File: src/rtl/angle_pkg.sv
// rtl/angle_pkg.sv - shared constants, widths and tracker state encoding
package angle_pkg;

    // Angle scale: a quarter turn is pi/2 * 2^15 LSBs
    localparam int QUARTER_TURN = 51472;
    localparam int HALF_TURN    = 2 * QUARTER_TURN;
    localparam int FULL_TURN    = 4 * QUARTER_TURN;

    // Default tracker tuning
    localparam int MAX_STEP_DEF    = 8192;
    localparam int FAULT_LIMIT_DEF = 4;
    localparam int WIN_LOG2_DEF    = 4;
    localparam int POS_W_DEF       = 32;

    // Datapath widths
    localparam int THETA_W = 17;
    localparam int ANGLE_W = 18;
    localparam int DELTA_W = 19;
    localparam int TURNS_W = 16;

    // Tracker states: no reference yet, tracking, waiting for a fresh reference
    typedef enum logic [1:0] {
        IDLE   = 2'd0,
        TRACK  = 2'd1,
        RESYNC = 2'd2
    } track_state_e;

endpackage

File: src/rtl/angle_quad_expand.sv
// rtl/angle_quad_expand.sv - registered first-quadrant to full-turn angle expansion
module angle_quad_expand
    import angle_pkg::*;
#(
    parameter int QUARTER = QUARTER_TURN
) (
    input  logic                      clk,
    input  logic                      rst_n,
    input  logic                      drop,
    input  logic signed [THETA_W-1:0] theta_1st_quad,
    input  logic [1:0]                quadrant,
    input  logic                      angle_valid,
    output logic [ANGLE_W-1:0]        angle_full,
    output logic                      full_valid
);

    localparam logic [DELTA_W-1:0] Q_U = DELTA_W'(QUARTER);
    localparam logic [DELTA_W-1:0] H_U = DELTA_W'(2 * QUARTER);
    localparam logic [DELTA_W-1:0] F_U = DELTA_W'(4 * QUARTER);

    logic [DELTA_W-1:0] theta_c;
    logic [DELTA_W-1:0] a_sum;
    logic [ANGLE_W-1:0] a_next;

    // Clamp theta into 0..QUARTER, then fold by quadrant; exactly one full turn wraps to 0
    always_comb begin
        theta_c = {2'b00, theta_1st_quad};
        if (theta_1st_quad[THETA_W-1]) begin
            theta_c = '0;
        end else if (theta_c > Q_U) begin
            theta_c = Q_U;
        end

        case (quadrant)
            2'd0:    a_sum = theta_c;
            2'd1:    a_sum = H_U - theta_c;
            2'd2:    a_sum = H_U + theta_c;
            default: a_sum = F_U - theta_c;
        endcase

        if (a_sum == F_U) begin
            a_next = '0;
        end else begin
            a_next = ANGLE_W'(a_sum);
        end
    end

    // Register the expanded angle; a dropped sample leaves the last angle in place
    always_ff @(posedge clk) begin
        if (!rst_n) begin
            angle_full <= '0;
            full_valid <= 1'b0;
        end else begin
            full_valid <= angle_valid && !drop;
            if (angle_valid && !drop) begin
                angle_full <= a_next;
            end
        end
    end

endmodule

File: src/rtl/angle_unwrap_track.sv
// rtl/angle_unwrap_track.sv - full-turn expansion, multi-turn unwrap, plausibility check and speed window
module angle_unwrap_track
    import angle_pkg::*;
#(
    parameter int QUARTER     = QUARTER_TURN,
    parameter int MAX_STEP    = MAX_STEP_DEF,
    parameter int FAULT_LIMIT = FAULT_LIMIT_DEF,
    parameter int WIN_LOG2    = WIN_LOG2_DEF,
    parameter int POS_W       = POS_W_DEF
) (
    input  logic                      clk,
    input  logic                      rst_n,
    input  logic                      clr,
    input  logic signed [16:0]        theta_1st_quad,
    input  logic [1:0]                quadrant,
    input  logic                      angle_valid,
    output logic [17:0]               angle_full,
    output logic signed [POS_W-1:0]   pos_acc,
    output logic signed [15:0]        turns,
    output logic                      track_valid,
    output logic signed [POS_W-1:0]   speed,
    output logic                      speed_valid,
    output logic                      fault,
    output logic                      resync
);

    localparam int REJ_W = $clog2(FAULT_LIMIT + 1);

    localparam logic signed [DELTA_W-1:0] HALF_S = DELTA_W'(2 * QUARTER);
    localparam logic signed [DELTA_W-1:0] FULL_S = DELTA_W'(4 * QUARTER);
    localparam logic signed [DELTA_W-1:0] STEP_S = DELTA_W'(MAX_STEP);
    localparam logic [REJ_W-1:0]          REJ_LAST = REJ_W'(FAULT_LIMIT - 1);

    track_state_e state;
    track_state_e state_next;

    logic [ANGLE_W-1:0]        a_cur;
    logic                      a_valid;
    logic [ANGLE_W-1:0]        a_prev;

    logic signed [DELTA_W-1:0] d_raw;
    logic signed [DELTA_W-1:0] d_corr;
    logic signed [DELTA_W-1:0] d_mag;
    logic                      turn_inc;
    logic                      turn_dec;
    logic                      too_big;
    logic signed [POS_W-1:0]   d_ext;

    logic [REJ_W-1:0]          rej_cnt;
    logic signed [POS_W-1:0]   win_sum;
    logic [WIN_LOG2-1:0]       win_cnt;

    logic                      take_ref;
    logic                      accept;
    logic                      reject;

    angle_quad_expand #(
        .QUARTER (QUARTER)
    ) u_expand (
        .clk            (clk),
        .rst_n          (rst_n),
        .drop           (clr),
        .theta_1st_quad (theta_1st_quad),
        .quadrant       (quadrant),
        .angle_valid    (angle_valid),
        .angle_full     (a_cur),
        .full_valid     (a_valid)
    );

    assign angle_full = a_cur;

    // Shortest-path delta against the reference angle, with turn crossing and step magnitude check
    always_comb begin
        d_raw    = $signed({1'b0, a_cur}) - $signed({1'b0, a_prev});
        d_corr   = d_raw;
        turn_inc = 1'b0;
        turn_dec = 1'b0;
        if (d_raw > HALF_S) begin
            d_corr   = d_raw - FULL_S;
            turn_dec = 1'b1;
        end else if (d_raw < -HALF_S) begin
            d_corr   = d_raw + FULL_S;
            turn_inc = 1'b1;
        end
        d_mag   = d_corr[DELTA_W-1] ? -d_corr : d_corr;
        too_big = d_mag > STEP_S;
        d_ext   = POS_W'(d_corr);
    end

    // Tracker state register
    always_ff @(posedge clk) begin
        if (!rst_n) begin
            state <= IDLE;
        end else begin
            state <= state_next;
        end
    end

    // Classify each expanded sample as reference, accepted or rejected and pick the next state
    always_comb begin
        state_next = state;
        take_ref   = 1'b0;
        accept     = 1'b0;
        reject     = 1'b0;
        if (clr) begin
            state_next = IDLE;
        end else if (a_valid) begin
            case (state)
                TRACK: begin
                    if (too_big) begin
                        reject = 1'b1;
                        if (rej_cnt >= REJ_LAST) begin
                            state_next = RESYNC;
                        end
                    end else begin
                        accept = 1'b1;
                    end
                end
                default: begin
                    take_ref   = 1'b1;
                    state_next = TRACK;
                end
            endcase
        end
    end

    // Reference angle, multi-turn position, revolution count and output strobes
    always_ff @(posedge clk) begin
        if (!rst_n) begin
            a_prev      <= '0;
            pos_acc     <= '0;
            turns       <= '0;
            track_valid <= 1'b0;
            resync      <= 1'b0;
        end else begin
            track_valid <= take_ref | accept;
            resync      <= take_ref;
            if (clr) begin
                pos_acc <= '0;
                turns   <= '0;
            end else if (take_ref) begin
                a_prev <= a_cur;
            end else if (accept) begin
                a_prev  <= a_cur;
                pos_acc <= pos_acc + d_ext;
                if (turn_inc) begin
                    turns <= turns + 16'sd1;
                end else if (turn_dec) begin
                    turns <= turns - 16'sd1;
                end
            end
        end
    end

    // Consecutive-reject counter and sticky fault flag
    always_ff @(posedge clk) begin
        if (!rst_n) begin
            rej_cnt <= '0;
            fault   <= 1'b0;
        end else if (clr) begin
            rej_cnt <= '0;
            fault   <= 1'b0;
        end else if (take_ref || accept) begin
            rej_cnt <= '0;
        end else if (reject) begin
            rej_cnt <= rej_cnt + REJ_W'(1);
            fault   <= 1'b1;
        end
    end

    // Sum accepted deltas over a fixed count of samples and publish the total as speed
    always_ff @(posedge clk) begin
        if (!rst_n) begin
            win_sum     <= '0;
            win_cnt     <= '0;
            speed       <= '0;
            speed_valid <= 1'b0;
        end else begin
            speed_valid <= 1'b0;
            if (clr) begin
                win_sum <= '0;
                win_cnt <= '0;
                speed   <= '0;
            end else if (accept) begin
                if (&win_cnt) begin
                    speed       <= win_sum + d_ext;
                    speed_valid <= 1'b1;
                    win_sum     <= '0;
                    win_cnt     <= '0;
                end else begin
                    win_sum <= win_sum + d_ext;
                    win_cnt <= win_cnt + WIN_LOG2'(1);
                end
            end
        end
    end

endmodule

File: config.mk
export PLATFORM = sky130hd
export DESIGN_NAME = angle_unwrap_track
export DESIGN_NICKNAME = d
export VERILOG_FILES = /design/src/rtl/angle_pkg.sv /design/src/rtl/angle_quad_expand.sv /design/src/rtl/angle_unwrap_track.sv
export SDC_FILE = /design/constraint.sdc
export NUM_CORES = 1
export LEC_CHECK = 0
export ABC_AREA = 0
export ABC_CLOCK_PERIOD_IN_PS = 17700
export BUFFER_PORTS_ARGS = -buffer_cell sky130_fd_sc_hd__clkbuf_2
export CAP_MARGIN = 40
export CELL_PAD_IN_SITES_DETAIL_PLACEMENT = 1
export CELL_PAD_IN_SITES_GLOBAL_PLACEMENT = 1
export CORE_MARGIN = 2
export CORE_UTILIZATION = 48
export DETAILED_ROUTE_END_ITERATION = 8
export PLACE_DENSITY = 0.95
export SETUP_SLACK_MARGIN = 0.1
export SLEW_MARGIN = 20
export SYNTH_ARGS = -nofsm -noshare
export SYNTH_HDL_FRONTEND = slang
export SYNTH_SLANG_ARGS = --single-unit
File: constraint.sdc
create_clock -name clk -period 17.7 [get_ports clk]
set_clock_uncertainty 0.1 [all_clocks]
set_input_delay 3.54 -clock clk [delete_from_list [all_inputs] [get_ports clk]]
set_output_delay 3.54 -clock clk [all_outputs]
set_load 0.1 [all_outputs]
==> impl_results.md <==
* Core area at 0.0250 mm2
* Postcts setup bufs at 0
* Number of H-tree levels at 4
* Final period utilization at 0.476
* Diodes inserted at 0
* Synth cell count leaders: nand2_1 (215), dfxtp_1 (162), a21oi_1 (150), nand3_1 (129), ha_1 (109)
* Die Y at 163 um
* Detail Route Antenna Nets at 0
* Number of port buffers at 124
* Worst supply voltage drop on vdd at 0.0000861 V
* Seq/Total Area, Yosys at 0.268
* Routed WL at 40700 um
* Top cell type's share of synthesized area at 0.268
* Crit-path max FO at 16
* Yosys warnings at 0
* Power per Cell Area at 122 mW/mm2
* Routed WL per cell at 20.4 um
* CTS tree: done
* Vias per inst at 6.28
* Die area at 0.0265 mm2
* Final Hold Fails at 0
* Worst path slowest cell: xnor2_2
* Post-Syn Nets at 1702
* Top delay family on crit path: compound AO/OA/AOI/OAI gates
* Largest net degree at the start of global routing at 68
* Fmax at 0.119 GHz
* Clock network latency to the later pin of the worst-skew pair at 0.44 ns
* Synth unique cells at 84
* DRT iter0 DRCs at 931
* I/O Pins at 125
* Inserted Clock Buffers at 17
* First-pass GRT wire length at 65600 um
* Fin crit period at 8.43 ns
* Fin Setup TNS at 0 ns
* Critical Path End Type: flop
* Remaining DRCs at 0
* Status: finished, final reports clean
* Dominant synthesized flop cell: dfxtp_1
* Mean post-synth cell area at 7.72 um2
* Hold Path Class: reg2reg
* Crit path top cell by count: a21o_1
* Pre-antenna DRT Iters at 5
* Ys async rst share at 0
* Placer Congestion at 0.894
* Required @ worst endpoint at 17.97 ns
* Setup CP Type: reg2reg
* Min Hold Slack at 0.356 ns
* Leak pwr at 5.84 nW
* RSZ-0062 raised after global routing: no
* Worst setup SP type: flop
* Mapped Cells at 1566
* Post-synth EDFFs at 0
* Worst Path Buf+Inv at 1
* Hold Buf Count CTS at 0
* Clk sink count at 162
* Initial antenna violation count at 0
* Max Slew Vio Count at 0
* Vias in the first global route at 12888
* CTS resizes at 0
* Clock Tree Root: clkbuf_16
* Max Cap Viol at 0
* Total GRT Usage at 0.306
* FP Rows at 58
* Layout Nets at 1792
* Max Root-Sink Buffers at 2
* Post-synth top area cell: dfxtp_1
* Gr ovfl total at 0
* Share of post-route cells with drive strength above 1 at 0.127
* Leading post-synthesis cells by cell area: dfxtp_1 (27%), ha_1 (11%), nand2_1 (6.7%)
* Cell with the most instances after synthesis: nand2_1
* Reg clk slew, reported paths at 0.06 ns
* Worst Tran Pin Value at 0.902 ns
* Initial core utilization at 0.484
* Max-slew headroom at 0.394
* Setup violators final at 0
* Largest stage delay on the critical path at 0.67 ns
* Fillers at 3143
* Via count at 12540
* CP Data Arrival Time at 8.69 ns
* Seq cells post-synth at 162
* Die span in x at 163 um
* Detailed placement HPWL at 28700 um
* Layout overhead on the synthesized area at 12.0%
* Synthesized area at 0.0121 mm2
## routing by layer
| metal | global-route usage | share of wire | vias up |
|---|---|---|---|
| met5 | 0 | 0 | - |
| met4 | 0.136 | 0.038 | 0 |
| met3 | 0.0433 | 0.045 | 118 |
| met2 | 0.568 | 0.51 | 406 |
| met1 | 0.346 | 0.40 | 6173 |
| li1 | - | - | 5843 |
## worst reg2reg max path: cells and delay by family (launching register included)
kind | cells | cell delay [ns]
fa+ha+maj | 2 | 0.81
xor+xnor | 2 | 0.76
compound gates | 17 | 4.84
simple gates | 6 | 1.43
flops | 1 | 0.35
buf+inv | 1 | 0.07
## cell type report
type,instances,area [um2],area share
inverter,67,251,0.0186
sequential,162,3240,0.240
clock inverter,10,105,0.00776
multi-input combinational,1266,8320,0.614
clock buffer,20,447,0.0330
tap,330,413,0.0305
timing repair buffer,142,761,0.0562
## kinds of logic (layout without fill, tap and decap cells)
logic type / Yosys count / after routing / share of synthesized area
mux: 23 / 23 / 0.0191
xor+xnor: 104 / 104 / 0.0785
compound gates: 451 / 451 / 0.244
fa+ha+maj: 113 / 113 / 0.119
simple gates: 575 / 575 / 0.224
flops: 162 / 162 / 0.268
buf+inv: 138 / 239 / 0.0462
## power by group
| group | total (mW) | internal, mW | switching [mW] |
|---|---|---|---|
| clock | 0.362 | 0.198 | 0.165 |
| sequential | 0.373 | 0.368 | 0.00529 |
| combinational | 0.916 | 0.310 | 0.605 |
| total | 1.65 | 0.876 | 0.775 |
## flip-flops by register name (all words and copies together), names as in the netlist
signal,flops
pos_acc,32
speed,32
win_sum,32
a_prev,18
u_expand.angle_full,18
turns,16
win_cnt,4
rej_cnt,3
state,2
fault,1
resync,1
speed_valid,1
track_valid,1
u_expand.full_valid,1
## per-stage QoR
step | instance area (um2) | power, mW | setup WS [ns] | util | instances
floorplan | 12100 | 1.02 | 9.98 | - | 1566
global placement | 12900 | 1.19 | 9.08 | 0.518 | 1961
detailed placement | 13000 | 1.25 | 8.83 | 0.519 | 1964
CTS | 13500 | 1.63 | 9.20 | 0.542 | 1994
global route | 13500 | 1.74 | 8.84 | 0.542 | 1997
finish | 13500 | 1.65 | 9.27 | 0.542 | 1997
## final timing paths
kind | start | endpoint | slack [ns] | cells past startpoint
max reg2reg | a_prev[7]$_SDFFE_PN0P_ | pos_acc[31]$_SDFFE_PP0P_ | 9.27 | 28
min reg2reg | a_prev[17]$_SDFFE_PN0P_ | a_prev[17]$_SDFFE_PN0P_ | 0.36 | 2
min | a_prev[17]$_SDFFE_PN0P_ | a_prev[17]$_SDFFE_PN0P_ | 0.36 | 2
max | a_prev[7]$_SDFFE_PN0P_ | pos_acc[31]$_SDFFE_PP0P_ | 9.27 | 28
## cells in the final DEF, fill, tap and decap left out, types with 8 or more instances in the layout
| cell | n |
|---|---|
| a211oi_1 | 14 |
| a21boi_0 | 10 |
| a21o_1 | 30 |
| a21oi_1 | 149 |
| a31oi_1 | 8 |
| and3_1 | 23 |
| buf_4 | 15 |
| clkbuf_16 | 17 |
| clkbuf_2 | 125 |
| dfxtp_1 | 162 |
| ha_1 | 109 |
| inv_1 | 65 |
| mux2i_1 | 23 |
| nand2_1 | 215 |
| nand2b_1 | 14 |
| nand3_1 | 129 |
| nand4_1 | 15 |
| nor2_1 | 78 |
| nor2b_1 | 9 |
| nor3_1 | 25 |
| nor4_1 | 9 |
| o211ai_1 | 12 |
| o21a_1 | 9 |
| o21ai_0 | 84 |
| o21ai_1 | 12 |
| o21bai_1 | 17 |
| o31ai_1 | 17 |
| o41ai_1 | 12 |
| or2_2 | 8 |
| or3_1 | 18 |
| xnor2_1 | 75 |
| xor2_1 | 24 |
Power figures use the tool's default switching activity.
